===== src/rtl/imem_loader_ctrl_if.sv =====
// Purpose: bundles the receiver byte stream, CPU memory request and shared memory port.
// Latency: none, wires only.
// Backpressure: rx_ready from the loader throttles the receiver; cpu_grant tells the CPU whether its access landed.
interface imem_loader_ctrl_if #(
  parameter int ADDR_W = 10
);
  logic              rx_valid;
  logic [7:0]        rx_data;
  logic              rx_ready;
  logic [ADDR_W-1:0] cpu_addr;
  logic [31:0]       cpu_wdata;
  logic              cpu_we;
  logic [ADDR_W-1:0] mem_addr;
  logic [31:0]       mem_wdata;
  logic              mem_we;
  logic              cpu_grant;

  // Environment side: receiver and CPU drive requests, observe the memory port.
  modport master (
    output rx_valid, rx_data, cpu_addr, cpu_wdata, cpu_we,
    input  rx_ready, mem_addr, mem_wdata, mem_we, cpu_grant
  );

  // Loader side: consumes requests, owns the memory port mux.
  modport slave (
    input  rx_valid, rx_data, cpu_addr, cpu_wdata, cpu_we,
    output rx_ready, mem_addr, mem_wdata, mem_we, cpu_grant
  );
endinterface


===== src/rtl/imem_loader_ctrl.sv =====
// Purpose: packs received bytes into little-endian words, writes them to consecutive imem addresses, then hands the port to the CPU.
// Latency: memory write is issued the cycle after the 4th byte; port mux is combinational.
// Backpressure: rx_ready only in COLLECT, so one byte-slot bubble per word; CPU is blocked (cpu_grant=0) during a loader commit.
module imem_loader_ctrl #(
  parameter int ADDR_W    = 10,
  parameter int NUM_WORDS = 256
) (
  input  logic              clk,
  input  logic              rst,
  input  logic              write,
  input  logic              mode,
  imem_loader_ctrl_if.slave bus,
  output logic              write_done,
  output logic [ADDR_W:0]   word_count
);

  localparam logic [ADDR_W:0] NUM_W = (ADDR_W+1)'(NUM_WORDS);

  typedef enum logic [1:0] {
    IDLE    = 2'd0,
    COLLECT = 2'd1,
    COMMIT  = 2'd2,
    DONE    = 2'd3
  } state_t;

  state_t          state;
  state_t          state_nxt;
  logic [1:0]      byte_idx;
  logic [31:0]     buffer;
  logic [ADDR_W:0] load_addr;
  logic [ADDR_W:0] count_inc;
  logic            start;
  logic            byte_fire;
  logic            abort;
  logic            commit;

  assign count_inc = word_count + 1'b1;

  // State register; reset returns to IDLE from anywhere, dropping any partial word.
  always_ff @(posedge clk) begin
    if (rst) begin
      state <= IDLE;
    end else begin
      state <= state_nxt;
    end
  end

  // Next-state decode and per-cycle datapath strobes.
  always_comb begin
    state_nxt = state;
    start     = 1'b0;
    byte_fire = 1'b0;
    abort     = 1'b0;
    commit    = 1'b0;
    case (state)
      IDLE: begin
        if (write) begin
          state_nxt = COLLECT;
          start     = 1'b1;
        end
      end
      COLLECT: begin
        // Dropping write wins over a byte arriving the same cycle: the word is abandoned.
        if (!write) begin
          state_nxt = IDLE;
          abort     = 1'b1;
        end else if (bus.rx_valid) begin
          byte_fire = 1'b1;
          if (byte_idx == 2'd3) begin
            state_nxt = COMMIT;
          end
        end
      end
      COMMIT: begin
        commit = 1'b1;
        // The commit always completes; write is only re-examined for where to go next.
        if (count_inc == NUM_W) begin
          state_nxt = DONE;
        end else if (!write) begin
          state_nxt = IDLE;
        end else begin
          state_nxt = COLLECT;
        end
      end
      DONE: begin
        state_nxt = DONE;
      end
      default: begin
        state_nxt = IDLE;
      end
    endcase
  end

  // Byte packing, load address / word counters and the sticky done flag.
  always_ff @(posedge clk) begin
    if (rst) begin
      byte_idx   <= 2'd0;
      buffer     <= 32'd0;
      load_addr  <= '0;
      word_count <= '0;
      write_done <= 1'b0;
    end else begin
      if (start) begin
        byte_idx   <= 2'd0;
        load_addr  <= '0;
        word_count <= '0;
      end
      if (abort) begin
        byte_idx <= 2'd0;
      end
      if (byte_fire) begin
        buffer[{byte_idx, 3'b000} +: 8] <= bus.rx_data;
        byte_idx                        <= byte_idx + 2'd1;
      end
      // At most NUM_WORDS commits happen before DONE, so load_addr stops at NUM_WORDS.
      if (commit) begin
        load_addr  <= load_addr + 1'b1;
        word_count <= count_inc;
      end
      if (state_nxt == DONE) begin
        write_done <= 1'b1;
      end
    end
  end

  // Shared memory port: a loader commit beats the CPU, otherwise run mode passes the CPU through.
  always_comb begin
    bus.rx_ready  = (state == COLLECT);
    bus.mem_addr  = '0;
    bus.mem_wdata = 32'd0;
    bus.mem_we    = 1'b0;
    bus.cpu_grant = 1'b0;
    if (state == COMMIT) begin
      bus.mem_addr  = load_addr[ADDR_W-1:0];
      bus.mem_wdata = buffer;
      bus.mem_we    = 1'b1;
    end else if (mode) begin
      bus.mem_addr  = bus.cpu_addr;
      bus.mem_wdata = bus.cpu_wdata;
      bus.mem_we    = bus.cpu_we;
      bus.cpu_grant = 1'b1;
    end
  end

endmodule


===== src/flat_wrapper.sv =====
// flat-port wrapper written by rule: the top's interface ports become plain ports
module imem_loader_ctrl_flat 
#(
  parameter int ADDR_W    = 10,
  parameter int NUM_WORDS = 256
)
  (clk, rst, write, mode, write_done, word_count, bus_rx_valid, bus_rx_data, bus_cpu_addr, bus_cpu_wdata, bus_cpu_we, bus_rx_ready, bus_mem_addr, bus_mem_wdata, bus_mem_we, bus_cpu_grant);
  imem_loader_ctrl_if #(.ADDR_W(ADDR_W)) bus_i ();
  input  logic clk;
  input  logic rst;
  input  logic write;
  input  logic mode;
  output logic write_done;
  output logic [ADDR_W:0] word_count;
  input wire logic [$bits(bus_i.rx_valid)-1:0] bus_rx_valid;
  input wire logic [$bits(bus_i.rx_data)-1:0] bus_rx_data;
  input wire logic [$bits(bus_i.cpu_addr)-1:0] bus_cpu_addr;
  input wire logic [$bits(bus_i.cpu_wdata)-1:0] bus_cpu_wdata;
  input wire logic [$bits(bus_i.cpu_we)-1:0] bus_cpu_we;
  output wire logic [$bits(bus_i.rx_ready)-1:0] bus_rx_ready;
  output wire logic [$bits(bus_i.mem_addr)-1:0] bus_mem_addr;
  output wire logic [$bits(bus_i.mem_wdata)-1:0] bus_mem_wdata;
  output wire logic [$bits(bus_i.mem_we)-1:0] bus_mem_we;
  output wire logic [$bits(bus_i.cpu_grant)-1:0] bus_cpu_grant;
  assign bus_i.rx_valid = bus_rx_valid;
  assign bus_i.rx_data = bus_rx_data;
  assign bus_i.cpu_addr = bus_cpu_addr;
  assign bus_i.cpu_wdata = bus_cpu_wdata;
  assign bus_i.cpu_we = bus_cpu_we;
  assign bus_rx_ready = bus_i.rx_ready;
  assign bus_mem_addr = bus_i.mem_addr;
  assign bus_mem_wdata = bus_i.mem_wdata;
  assign bus_mem_we = bus_i.mem_we;
  assign bus_cpu_grant = bus_i.cpu_grant;
  imem_loader_ctrl #(.ADDR_W(ADDR_W), .NUM_WORDS(NUM_WORDS)) u_core (.clk(clk), .rst(rst), .write(write), .mode(mode), .bus(bus_i), .write_done(write_done), .word_count(word_count));
endmodule

===== config.mk =====
export PLATFORM = sky130hd
export DESIGN_NAME = imem_loader_ctrl_flat
export DESIGN_NICKNAME = d
export VERILOG_FILES = /design/src/rtl/imem_loader_ctrl_if.sv /design/src/rtl/imem_loader_ctrl.sv /design/src/flat_wrapper.sv
export SDC_FILE = /design/constraint.sdc
export NUM_CORES = 1
export LEC_CHECK = 0
export CAP_MARGIN = 0
export CORE_ASPECT_RATIO = 0.7
export CORE_MARGIN = 2
export CORE_UTILIZATION = 30
export CTS_CLUSTER_SIZE = 25
export DETAILED_ROUTE_END_ITERATION = 12
export DONT_BUFFER_PORTS = 1
export PLACE_DENSITY_LB_ADDON = 0.25
export REMOVE_ABC_BUFFERS = 1
export SKIP_CTS_REPAIR_TIMING = 1
export SYNTH_ARGS = -nofsm -noshare
export SYNTH_HDL_FRONTEND = slang
export SYNTH_SLANG_ARGS = --single-unit

===== constraint.sdc =====
create_clock -name clk -period 1.8 [get_ports clk]
set_clock_uncertainty 0.2 [all_clocks]
set_input_delay 0.36 -clock clk [delete_from_list [all_inputs] [get_ports clk]]
set_output_delay 0.36 -clock clk [all_outputs]
set_load 0.02 [all_outputs]

==> flow_summary_export.csv, run 1 <==
group,metric,value,unit
outcome,status,"complete, but fails checks",
outcome,violations,"negative hold slack, negative setup slack",
sta,slew_violations,0,
setup_path,reg2reg_from,"u_core.word_count[1]",
global_routing,grtUsageTotal,16.8,%
power_and_ir_drop,p_leak,1.63,nW
synthesis,synth_simple_gate_area_share,40.6,%
cts,cts_root_buf,"clkbuf_16",
sta,fin_crit_sh,108,%
sta,rsz0062_at_grt,"true",
cts,clk-insertion-delay-late,320,ps
setup_path,critPathMaxFanout,6,
die,die-area,11800,um^2
synthesis,synth_fa_ha_area_share,3.06,%
place,portBuffers,0,
die,core_area,10500,um^2
route,drt_iter0_markers,256,
setup_path,worstPathRequired,1240,ps
power_and_ir_drop,switching_power,750,uW
synthesis,ys_seq_area_share,35.5,%
sta,fin_worst_hold_slack,-105,ps
setup_path,ff2ff_path_depth,6,
synthesis,synth_top_flop_cell,"dfxtp_1",
route,drt-total-wl,10200,um
worst_hold_path,worst_hold_path_type,"input pin to register",
synthesis,synth_edf_count,0,
worst_hold_path,min_delay_path_depth,1,
sta,tns,-4910,ps
job,maxCapViolations,0,
setup_path,path_class,"register to output pin",
place,post-place-ws,-20.8,ps
sta,setup_viol,42,
synthesis,async_flop_share,0,%
global_routing,grt_max_degree,59,
global_routing,grt_first_pass_wirelength,15500,um
layout,diodes,0,
sta,fmax,515,MHz
cts,cts_tree,"yes",
power_and_ir_drop,p_clk_share,52.5,%
place,dp_hpwl,7040,um
synthesis,synth_top_family_by_area,"simple AND/OR/NAND/NOR gates",
layout,drive_gt1_share,30.6,%
place,place_congestion,0.803,
layout,final_nets,569,
power_and_ir_drop,switching_share,23.7,%
synthesis,synth-compound-area-share,14.1,%
synthesis,syn-mean-instance-area,6.86,um^2
route,antenna_left,0,
route,drc,0,
power_and_ir_drop,cellPowerDensity,733,nW/um^2
die,ios,113,
setup_path,critPathMaxStageDelay,360,ps
layout,fillers,1102,
sta,worst_pin_slew,349,ps
setup_path,endpoint_kind,"output pin",
worst_hold_path,min_from,"rst",
synthesis,synth-seq-cells,58,
cts,clockBufferDepth,2,
setup_path,start_kind,"register",
setup_path,crit_slowest_cell,"dfxtp_4",
sta,relSlewSlack,76.4,%
synthesis,syn_inst,477,
route,first_pass_iters,5,
cts,cts_buffers,9,
setup_path,cp_cell_sequence,"nor2b_4, buf_12, buf_4, a22o_4",
cts,path_clk_slew,50,ps
synthesis,muxShareOfSynthArea,1.68,%
global_routing,gr-total-overflow,0,
route,routed_via_density,5.26,
route,via_count,3376,
setup_path,regToRegSetupSlack,40,ps
power_and_ir_drop,seq_power_share,40.7,%
die,die_h,91.4,um
setup_path,reg2reg_to,"u_core.state[1]",
power_and_ir_drop,p_int,2.42,mW
setup_path,crit_arrival,1380,ps
synthesis,syn_area,3270,um^2
worst_hold_path,hold-path-endpoint,"u_core.word_count[4]",
die,floorplan.initialDensity,31.2,%
cts,cts_max_level,3,
synthesis,synth_warnings,0,
layout,fin_cells,642,
layout,syn_to_final_growth,32.1,%
die,die_w,129,um
place,dp.cells,621,
sta,setup_slack,-142,ps
synthesis,synthXorXnorAreaFrac,0.268,%
power_and_ir_drop,combPwrFrac,6.8,%
die,num_rows,31,
synthesis,yosysUniqueCellTypes,43,
sta,hold_viol_final,58,
global_routing,antenna_found_initial,0,
cts,cts.sinks,58,
sta,period_needed,1940,ps
power_and_ir_drop,vdd_drop_max,0.477,mV
route,wire_per_inst,15.9,um
global_routing,grt_pass1_vias,3049,
[synthesized netlist by cell type, types with 4 or more instances]
cell type	instances	area, um^2
nand2_1	131	492
nand3_1	88	440
dfxtp_1	58	1160
a21oi_1	51	255
nor2_1	24	90.1
buf_1	12	45.0
buf_2	11	55.1
o21ai_0	11	55.1
clkbuf_1	9	33.8
nor3_1	9	45.0
ha_1	8	100
a211oi_1	6	45.0
and2_1	5	31.3
and3_1	5	31.3
inv_1	4	15.0
mux2_2	4	45.0
nand4_1	4	25.0
[state kept, by name, summed over array words and instances (netlist names)]
name / flops
u_core.buffer: 32
u_core.byte_idx: 2
u_core.load_addr: 10
u_core.state: 2
u_core.word_count: 11
u_core.write_done: 1
[power groups by stage]
stage               Sequential [mW]  Clock (mW)  Combinational, mW
finish                         1.29        1.66              0.214
global route                   1.29        1.76              0.234
CTS                            1.29        1.70              0.182
detailed placement             1.32           0              0.181
global placement               1.32           0              0.181
floorplan                      1.32           0              0.147
[placed cells by master (no fill, tap or decap), types with 2 or more instances in the layout]
| cell | netlist | layout |
|---|---|---|
| a211oi_1 | 6 | 5 |
| a21oi_1 | 51 | 51 |
| a22oi_1 | 3 | 3 |
| and2_2 | 0 | 4 |
| and3_1 | 5 | 5 |
| buf_12 | 0 | 5 |
| buf_4 | 0 | 40 |
| buf_6 | 0 | 2 |
| buf_8 | 0 | 2 |
| clkbuf_16 | 0 | 10 |
| clkinv_2 | 0 | 4 |
| dfxtp_1 | 58 | 50 |
| dfxtp_2 | 0 | 6 |
| dfxtp_4 | 0 | 2 |
| ha_1 | 8 | 5 |
| ha_4 | 0 | 2 |
| inv_1 | 4 | 3 |
| inv_2 | 1 | 2 |
| mux2_2 | 4 | 4 |
| nand2_1 | 131 | 80 |
| nand2_2 | 0 | 47 |
| nand2_4 | 0 | 4 |
| nand3_1 | 88 | 85 |
| nand3_2 | 2 | 4 |
| nand3b_1 | 3 | 3 |
| nand4_1 | 4 | 4 |
| nor2_1 | 24 | 24 |
| nor3_1 | 9 | 7 |
| nor3_2 | 1 | 3 |
| nor3b_1 | 3 | 3 |
| nor4_1 | 2 | 2 |
| o21a_1 | 2 | 2 |
| o21ai_0 | 11 | 11 |
[cell families (layout without fill, tap and decap cells)]
logic type | Yosys count | after routing
simple gates | 287 | 287
compound gates | 80 | 80
flops | 58 | 58
buf+inv | 38 | 71
fa+ha+maj | 8 | 8
mux | 5 | 5
xor+xnor | 1 | 1
[routing by layer]
metal | vias up | global-route usage [%] | routed length (um)
met2 | 124 | 25.5 | 4520
met5 | - | 0 | 0
met4 | 0 | 5.53 | 86
li1 | 1702 | - | -
met1 | 1542 | 23.4 | 4860
met3 | 8 | 3.71 | 704
[worst max-delay path, delay by kind of cell, from the launching register on]
family | cells | cell delay [ps]
flops | 1 | 360
buf+inv | 2 | 280
simple gates | 1 | 140
compound gates | 1 | 270
[per-stage QoR]
stage | power (mW) | util, % | area (um^2)
after floorplan | 1.47 | - | 3130
after global placement | 1.50 | 35.3 | 3690
after detailed placement | 1.50 | 35.3 | 3690
after CTS | 3.17 | 38.0 | 3980
after global routing | 3.28 | 41.3 | 4320
final | 3.17 | 41.3 | 4320
[worst max path at each step]
| stage | from | end | slack, ps | depth (start not counted) |
|---|---|---|---|---|
| finish | u_core.state[1] | bus_mem_addr[4] | -140 | 4 |
| global route | u_core.state[1] | bus_mem_addr[5] | -200 | 5 |
| CTS | u_core.state[0] | bus_mem_wdata[0] | -370 | 4 |
| detailed placement | u_core.word_count[0] | u_core.word_count[10] | -20 | 6 |
| global placement | u_core.state[0] | bus_mem_wdata[7] | 10 | 4 |
| floorplan | u_core.state[1] | u_core.word_count[4] | -2020 | 5 |
[layout make-up]
class,count,area [um^2],share of cell area (%)
Inverter,5,18.8,0.434
Multi-Input combinational cell,381,2200,50.8
Clock buffer,10,229,5.30
Clock inverter,6,57.6,1.33
Timing Repair Buffer,50,478,11.1
Sequential cell,58,1180,27.2
Tap cell,132,165,3.82
(Power assumes the default switching activity.)
==> run 2: changes to the inputs <==
--- a/config.mk
+++ b/config.mk
@@ -6,7 +6,7 @@
 export NUM_CORES = 1
 export LEC_CHECK = 0
 export CAP_MARGIN = 0
-export CORE_ASPECT_RATIO = 0.7
+export CORE_ASPECT_RATIO = 1.75
 export CORE_MARGIN = 2
 export CORE_UTILIZATION = 30
 export CTS_CLUSTER_SIZE = 25
==> run 2 against run 1 <==
Against the previous run:
- the flow still finishes with violations (negative hold slack, negative setup slack)
- combinational power grew 6%
- clock power grew 9%
- die area grew 0.17%
- core utilization grew 1.2 points
- critical path type unchanged
==> flow_summary_export.csv, run 2 (synthesis gave the netlist of run 1 again) <==
group,metric,value,unit
layout,fillers,1110,
layout,final_nets,572,
place,dp.cells,615,
global_routing,grt_max_degree,59,
sta,fin_worst_hold_slack,-113,ps
sta,period_needed,2060,ps
route,drt-total-wl,10600,um
setup_path,worstPathRequired,1240,ps
layout,reg_top3,"u_core.buffer (32), u_core.word_count (11), u_core.load_addr (10)",
outcome,violations,"negative hold slack, negative setup slack",
die,die-area,11800,um^2
global_routing,antenna_found_initial,0,
cts,cts_max_level,3,
sta,setup_viol,43,
layout,top_register,"u_core.buffer",
die,num_rows,50,
cts,cts_buffers,9,
layout,final_common_cell,"nand3_1",
place,post_dp_cell_area,3640,um^2
worst_hold_path,worst_hold_path_type,"input pin to register",
sta,fin_crit_sh,115,%
route,drt_iter0_markers,130,
route,routed_via_density,5.39,
cts,cts.sinks,58,
layout,mostFrequentLayoutCells,"87 x nand3_1, 76 x nand2_1, 51 x a21oi_1, 50 x dfxtp_1, 39 x buf_4",
route,wire_per_inst,16.5,um
global_routing,gr-total-overflow,0,
die,die_w,82.9,um
sta,rsz0062_at_grt,"true",
layout,regArea,1170,um^2
layout,finalCoreUtilization,42.4,%
power_and_ir_drop,cellPowerDensity,738,nW/um^2
layout,syn_to_final_growth,38.0,%
global_routing,grtUsageTotal,16.6,%
cts,clk-insertion-delay-late,330,ps
setup_path,ff2ff_path_depth,6,
layout,diodes,0,
cts,cts_root_buf,"clkbuf_16",
global_routing,grt_pass1_vias,3237,
place,dp_hpwl,7240,um
layout,fin_cells,643,
setup_path,path_class,"register to output pin",
sta,slew_violations,0,
setup_path,crit_arrival,1500,ps
place,post-place-ws,-118,ps
worst_hold_path,min_delay_path_depth,1,
cts,path_clk_slew,50,ps
cts,clockBufferDepth,2,
sta,fmax,485,MHz
setup_path,start_kind,"register",
layout,largest_reg_flops,32,
die,ios,113,
global_routing,grt_first_pass_wirelength,15600,um
job,maxCapViolations,0,
power_and_ir_drop,vdd_drop_max,0.502,mV
route,antenna_left,0,
layout,multi_input_area,2310,um^2
sta,relSlewSlack,75.6,%
sta,worst_pin_slew,363,ps
setup_path,critPathMaxFanout,10,
route,drc,0,
die,die_h,142,um
power_and_ir_drop,p_leak,1.80,nW
layout,drive_gt1_share,31.6,%
place,portBuffers,0,
die,core_area,10600,um^2
route,first_pass_iters,4,
setup_path,endpoint_kind,"output pin",
outcome,status,"complete, but fails checks",
sta,setup_slack,-262,ps
place,place_congestion,0.827,
die,floorplan.initialDensity,30.8,%
cts,cts_tree,"yes",
sta,hold_viol_final,58,
layout,fin_area,4510,um^2
route,via_count,3467,
run 2: cell types whose count changed in the layout (fill, tap and decap cells not counted), sizes merged:
cell and delta:
buf +1, clkinv -4, clkinvlp -1, clkbuf +7
run 2: worst paths after layout:
check / slack [ps] / to / startpoint
max: -260 / bus_mem_wdata[11] / u_core.state[0]
min: -110 / u_core.word_count[4] / rst
max reg2reg: 0 / u_core.state[1] / u_core.word_count[1]
min reg2reg: 250 / u_core.buffer[2] / u_core.buffer[2]
run 2: report_power, final:
part           internal (mW)  leakage [nW]  switching [mW]
registers               1.29         0.472         0.00424
logic                 0.0783          1.18           0.148
clock network           1.22         0.156           0.591
total                   2.59          1.80           0.743
run 2: final cells by class:
| cell class | instances | area share [%] |
|---|---|---|
| clock buffer | 15 | 6.37 |
| clock inverter | 1 | 0.665 |
| inverter | 5 | 0.416 |
| multi-input combinational | 381 | 51.3 |
| sequential | 58 | 26.0 |
| tap | 130 | 3.60 |
| timing repair buffer | 53 | 11.7 |
run 2: per-layer routing:
metal  global-route usage (%)  vias up  share of wire [%]
met5                        0        -                  0
met4                     9.75        0                2.9
met3                     3.94       20                5.2
met2                     31.2       94                 56
met1                     16.2     1644                 36
li1                         -     1709                  -
run 2: per-stage QoR:
step / hold slack (ps) / setup TNS, ps / power, mW
finish: -113 / -7960 / 3.33
global route: -116 / -10600 / 3.43
global placement: 236 / -1580 / 1.50
CTS: -112 / -19340 / 3.32
floorplan: 226 / -105260 / 1.47
detailed placement: 238 / -3190 / 1.50
run 2: worst max-delay path, stage by stage, from the launching register on:
cell and delay (ps):
dfxtp_4 360, buf_6 120, nor2b_4 180, buf_12 160, clkbuf_16 150, nand2_1 70
nand2_2 120
